`config.mk`:
```
export PLATFORM = sky130hd
export DESIGN_NAME = pipelined_add_sub
export DESIGN_NICKNAME = d
export VERILOG_FILES = /design/src/rtl/pipelined_add_sub.sv
export SDC_FILE = /design/constraint.sdc
export NUM_CORES = 1
export LEC_CHECK = 0
export ABC_AREA = 1
export CELL_PAD_IN_SITES_DETAIL_PLACEMENT = 1
export CELL_PAD_IN_SITES_GLOBAL_PLACEMENT = 2
export CORE_MARGIN = 3
export CORE_UTILIZATION = 39
export DETAILED_ROUTE_END_ITERATION = 6
export GPL_TIMING_DRIVEN = 0
export MAX_ROUTING_LAYER = met4
export PLACE_DENSITY_LB_ADDON = 0.05
export SLEW_MARGIN = 30
export SYNTH_ARGS = -nofsm -noshare
export SYNTH_HDL_FRONTEND = slang
export SYNTH_SLANG_ARGS = --single-unit
```
`constraint.sdc`:
```
create_clock -name clk -period 13.68 [get_ports clk]
set_input_delay 1.368 -clock clk [delete_from_list [all_inputs] [get_ports clk]]
set_output_delay 1.368 -clock clk [all_outputs]
set_load 0.05 [all_outputs]
```
`src/rtl/pipelined_add_sub.sv`:
```
`default_nettype none
// ============================================================================
// Module  : pipelined_add_sub
// Brief   : Sliced, valid/ready pipelined adder/subtractor with flags and tag.
//           Optional macro ADDER_SAT_EN clamps the result on signed overflow.
// Revision: 1.0
// ============================================================================
module pipelined_add_sub #(
  parameter int WIDTH  = 32,
  parameter int STAGES = 4,
  parameter int TAG_W  = 5
) (
  input  logic             clk,
  input  logic             rst_n,
  input  logic             in_valid,
  output logic             in_ready,
  input  logic [WIDTH-1:0] a,
  input  logic [WIDTH-1:0] b,
  input  logic             cin,
  input  logic             sub,
  input  logic [TAG_W-1:0] in_tag,
  output logic             out_valid,
  input  logic             out_ready,
  output logic [WIDTH-1:0] sum,
  output logic             cout,
  output logic             of,
  output logic             zero,
  output logic             neg,
  output logic [TAG_W-1:0] out_tag
);

  localparam int SW   = WIDTH / STAGES;
  localparam int NREG = (STAGES > 1) ? STAGES - 1 : 1;

  if ((STAGES < 1) || (WIDTH % STAGES != 0)) begin : g_param_check
    $error("pipelined_add_sub: WIDTH must be a multiple of STAGES and STAGES >= 1");
  end

  logic             advance;
  logic [WIDTH-1:0] b_eff;

  assign advance  = out_ready || !out_valid;
  assign in_ready = advance;
  assign b_eff    = sub ? ~b : b;

  // Inter-stage registers; element k is the output of stage k.
  logic [WIDTH-1:0] a_q   [NREG];
  logic [WIDTH-1:0] b_q   [NREG];
  logic [WIDTH-1:0] r_q   [NREG];
  logic [TAG_W-1:0] tag_q [NREG];
  logic             c_q   [NREG];
  logic             v_q   [NREG];

  for (genvar k = 0; k < STAGES; k++) begin : g_stage
    logic [SW-1:0]    sa_s;
    logic [SW-1:0]    sb_s;
    logic [WIDTH-1:0] sr;
    logic [TAG_W-1:0] st;
    logic             sc;
    logic             sv;
    logic [SW:0]      ssum;
    logic [WIDTH-1:0] nr;

    if (k == 0) begin : g_first
      assign sa_s = a[k*SW +: SW];
      assign sb_s = b_eff[k*SW +: SW];
      assign sr   = '0;
      assign st   = in_tag;
      assign sc   = cin;
      assign sv   = in_valid;
    end else begin : g_mid
      assign sa_s = a_q[k-1][k*SW +: SW];
      assign sb_s = b_q[k-1][k*SW +: SW];
      assign sr   = r_q[k-1];
      assign st   = tag_q[k-1];
      assign sc   = c_q[k-1];
      assign sv   = v_q[k-1];
    end

    assign ssum = {1'b0, sa_s} + {1'b0, sb_s} + {{SW{1'b0}}, sc};

    always_comb begin
      nr              = sr;
      nr[k*SW +: SW]  = ssum[SW-1:0];
    end

    if (k < STAGES - 1) begin : g_reg
      always_ff @(posedge clk or negedge rst_n) begin
        if (!rst_n) begin
          v_q[k] <= 1'b0;
        end else if (advance) begin
          v_q[k] <= sv;
        end
      end

      always_ff @(posedge clk) begin
        if (advance) begin
          r_q[k]   <= nr;
          tag_q[k] <= st;
          c_q[k]   <= ssum[SW];
        end
      end

      if (k == 0) begin : g_src_in
        always_ff @(posedge clk) begin
          if (advance) begin
            a_q[k] <= a;
            b_q[k] <= b_eff;
          end
        end
      end else begin : g_src_pipe
        always_ff @(posedge clk) begin
          if (advance) begin
            a_q[k] <= a_q[k-1];
            b_q[k] <= b_q[k-1];
          end
        end
      end
    end else begin : g_last
      logic             msb_cin;
      logic             raw_of;
      logic [WIDTH-1:0] res;

      // Carry into the MSB recovered from the MSB sum bit and its operands.
      assign msb_cin = nr[WIDTH-1] ^ sa_s[SW-1] ^ sb_s[SW-1];
      assign raw_of  = msb_cin ^ ssum[SW];

`ifdef ADDER_SAT_EN
      always_comb begin
        res = nr;
        if (raw_of) begin
          res = nr[WIDTH-1] ? {1'b0, {(WIDTH-1){1'b1}}} : {1'b1, {(WIDTH-1){1'b0}}};
        end
      end
`else
      assign res = nr;
`endif

      always_ff @(posedge clk or negedge rst_n) begin
        if (!rst_n) begin
          out_valid <= 1'b0;
          sum       <= '0;
          cout      <= 1'b0;
          of        <= 1'b0;
          zero      <= 1'b0;
          neg       <= 1'b0;
          out_tag   <= '0;
        end else if (advance) begin
          out_valid <= sv;
          sum       <= res;
          cout      <= ssum[SW];
          of        <= raw_of;
          zero      <= (res == '0);
          neg       <= res[WIDTH-1];
          out_tag   <= st;
        end
      end
    end
  end

endmodule
`default_nettype wire

```
==> flow_summary.ini <==
[outcome]
status = complete, no violations

[grt]
grt_pass1_wl_mm = 26.61
grt_pass1_vias = 5341
grt_use_total_pct = 14.43
grt_max_degree = 50
grt-ovfl-total = 0
antenna_found_initial = 0

[worst_setup_path]
critPathTopFamily = buffers and inverters
ff2ff_path_depth = 8
crit_buf_inv = 5
reg2reg_to = sum[30]
path_common_cell = clkdlybuf4s50_1
crit_fanout = 39
critical_path.endpoint = in_ready
crit_type = in2out
required_ns = 12.31
cp_slowest_cell = clkdlybuf4s50_1
rrSetupSlack_ns = 11.55
crit_arrival_ns = 3.43
end_kind = primary output
cp.depth = 6
cp-start-kind = input pin
startpoint = out_ready
crit_chain = clkdlybuf4s50_1 > inv_1 > nand2_1 > clkbuf_4 > buf_12 > clkdlybuf4s50_1
r2r-start = c_q[0][2]
critPathMaxStageDelay_ns = 0.85

[sta]
relSlewSlack_pct = 61.57
drv_slew = 0
hold_viol_final = 0
fmax_mhz = 208.4
fin_tns_setup_ns = 0
clock_skew_ns = 0.01197
finalSetupViolations = 0
fin_crit_ns = 4.798
worst_pin_slew_ns = 0.5764
rsz0062_at_grt = false
fin_crit_sh_pct = 35.07

[synth]
yosys_warnings = 0
avgSynthCellArea_um2 = 13.64
synth_area_um2 = 8318
netlist_instances = 610
synth_nets = 721
synth_cell_types = 29
synth-seq-cells = 206
synth-seq-area-share_pct = 71.72

[floorplanning]
die_y_um = 152.0
rows = 52
die_area_um2 = 23120
fp.coreArea_um2 = 20620
dieWidth_um = 152.0
io_pins = 118
initial_core_util_pct = 40.33

[power]
seq_power_share_pct = 42.8
p_clk_share_pct = 21.6
power_switching_mw = 0.9168
irDropWorstVdd_v = 0.00009860
p_leak_nw = 4.360
p_comb_share_pct = 35.6
powerDensity_nw_per_um2 = 237.5
total_power_mw = 2.511
netSwitchingFraction_pct = 36.51
p_int_mw = 1.594

[placement]
portBuffers = 116
dp_hpwl_mm = 11.87
gp_congestion = 0.7374

[hold_path]
hp-class = reg2reg

[routing]
firstDrtPassIters = 4
drt-initial-drc-count = 190
drc = 0
wl_per_cell_um = 15.47
wl_mm = 16.09
avgViaCountPerCell = 4.637
antenna_left = 0
vias = 4822

[clocking]
cts_resized = 0
clk_pin_slew_ns = 0.06
post_cts_buffers = 0
clockBufferDepth = 3
cts_tree = done
clock-root-buffer = clkbuf_16
htreeDepth = 1
numCtsBuffers = 22
cts_hold_buf = 0
clk_latency_ns = 0.50
cts.sinks = 206

[final_layout]
drive_gt1_share_pct = 6.883
nNetsFinal = 865
n_antenna_cell = 0
n_fill_cell = 2083
syn2layout_area_growth_pct = 27.08

[flow_run]
max_cap_viol_count = 0
[sequential cells by signal, indices dropped and copies added (netlist names)]
name,flops
c_q,3
tag_q,15
cout,1
r_q,48
b_q,48
a_q,48
out_valid,1
zero,1
sum,32
of,1
out_tag,5
g_stage.sv,3
[worst min-delay path by stage]
stage            endpoint  cells past startpoint  startpoint  slack [ns]
2_1_floorplan  a_q[0][48]                      0  a_q[0][16]        0.40
3_3_place_gp   a_q[0][63]                      0  a_q[0][31]        0.40
3_5_place_dp   a_q[0][50]                      0  a_q[0][18]        0.41
4_1_cts        a_q[0][61]                      0  a_q[0][29]        0.42
5_1_grt        r_q[0][35]                      0   r_q[0][3]        0.42
6_report       r_q[0][69]                      0  r_q[0][37]        0.41
[worst reg2reg max path, cell delays in order, from the launching register on]
cell and delay, ns:
edfxtp_1 0.40, fa_1 0.50, inv_1 0.09, fa_1 0.21, nand3b_1 0.12, nand2_1 0.12, a21oi_1 0.17, xor2_1 0.26
o21ai_0 0.12
[cell usage after synthesis]
| library cell | count | share of area (%) |
|---|---|---|
| nor4_1 | 1 | 0.075 |
| fa_1 | 8 | 1.9 |
| a21oi_2 | 3 | 0.32 |
| o21ai_1 | 2 | 0.12 |
| ha_1 | 28 | 4.2 |
| nor2_1 | 22 | 0.99 |
| clkbuf_8 | 2 | 0.33 |
| or2_1 | 1 | 0.075 |
| buf_2 | 6 | 0.36 |
| o311ai_0 | 3 | 0.32 |
| a21oi_1 | 18 | 1.1 |
| nand2_2 | 4 | 0.30 |
| nor3_1 | 6 | 0.36 |
| edfxtp_1 | 162 | 58 |
| buf_4 | 1 | 0.090 |
| o21ai_0 | 19 | 1.1 |
| dfrtp_1 | 44 | 13 |
| clkbuf_1 | 5 | 0.23 |
| xnor2_1 | 2 | 0.21 |
| nand3b_1 | 1 | 0.090 |
| nand4_1 | 3 | 0.23 |
| nand3_1 | 20 | 1.2 |
| o21bai_1 | 2 | 0.18 |
| nor2_2 | 1 | 0.075 |
| nand2_1 | 134 | 6.0 |
| a31oi_1 | 1 | 0.075 |
| xor2_1 | 50 | 5.3 |
| inv_1 | 58 | 2.6 |
| nand3_2 | 3 | 0.36 |
[power groups by stage]
stage,combinational [mW],sequential (mW),clock (mW)
6_report,0.894,1.07,0.543
5_1_grt,0.990,1.10,0.593
4_1_cts,0.915,1.08,0.561
3_5_place_dp,0.912,1.09,0
3_3_place_gp,0.878,1.11,0
2_1_floorplan,0.393,1.29,0
[cell usage in the layout, fill, tap and decap left out, types with 2 or more instances in the layout]
cell type / synthesis / layout
xnor2_1: 2 / 2
buf_2: 6 / 6
o311ai_0: 3 / 3
nand2_2: 4 / 4
clkinv_1: 0 / 7
nand3_1: 20 / 20
buf_4: 1 / 2
xor2_1: 50 / 50
clkbuf_16: 0 / 23
buf_12: 0 / 3
fa_1: 8 / 8
dfrtp_1: 44 / 44
o21bai_1: 2 / 2
nand2_1: 134 / 134
nand4_1: 3 / 3
inv_1: 58 / 58
clkbuf_8: 2 / 4
ha_1: 28 / 28
clkdlybuf4s50_1: 0 / 115
nor3_1: 6 / 6
o21ai_0: 19 / 19
nor2_1: 22 / 22
o21ai_1: 2 / 2
edfxtp_1: 162 / 162
a21oi_1: 18 / 18
clkbuf_1: 5 / 10
a21oi_2: 3 / 3
nand3_2: 3 / 3
[layer usage]
metal | global-route usage (%) | up-vias | routed length [um]
met5 | - | - | 0
li1 | - | 2364 | -
met3 | 2.645 | 22 | 624
met2 | 25.28 | 101 | 8204
met1 | 17.41 | 2335 | 7013
met4 | 3.467 | 0 | 248
[layout make-up]
class | instances | area [um2] | share of cell area [%]
sequential | 206 | 5966 | 56.44
inverter | 58 | 217.7 | 2.060
clock inverter | 9 | 38.79 | 0.3670
timing repair buffer | 120 | 1246 | 11.79
multi-input combinational | 332 | 2051 | 19.40
tap | 270 | 337.8 | 3.196
clock buffer | 31 | 625.6 | 5.919
buffer | 14 | 87.58 | 0.8286
[stage by stage]
stage	setup slack, ns	instances	util [%]	area, um2	hold WS [ns]
floorplan	5.828	610	-	8318	0.4003
global placement	2.342	996	47.60	9817	0.4030
detailed placement	8.890	1000	48.03	9906	0.4052
CTS	8.878	1040	51.25	10570	0.4164
global route	8.764	1040	51.25	10570	0.4247
finish	8.882	1040	51.25	10570	0.4066
[logic make-up (layout without fill, tap and decap cells)]
family,after synthesis,after routing,synth area share (%)
simple gates,196,196,9.808
buf+inv,72,232,3.625
compound gates,48,48,3.234
flops,206,206,71.72
fa+ha+maj,36,36,6.137
xor+xnor,52,52,5.475
(Power assumes the default switching activity.)
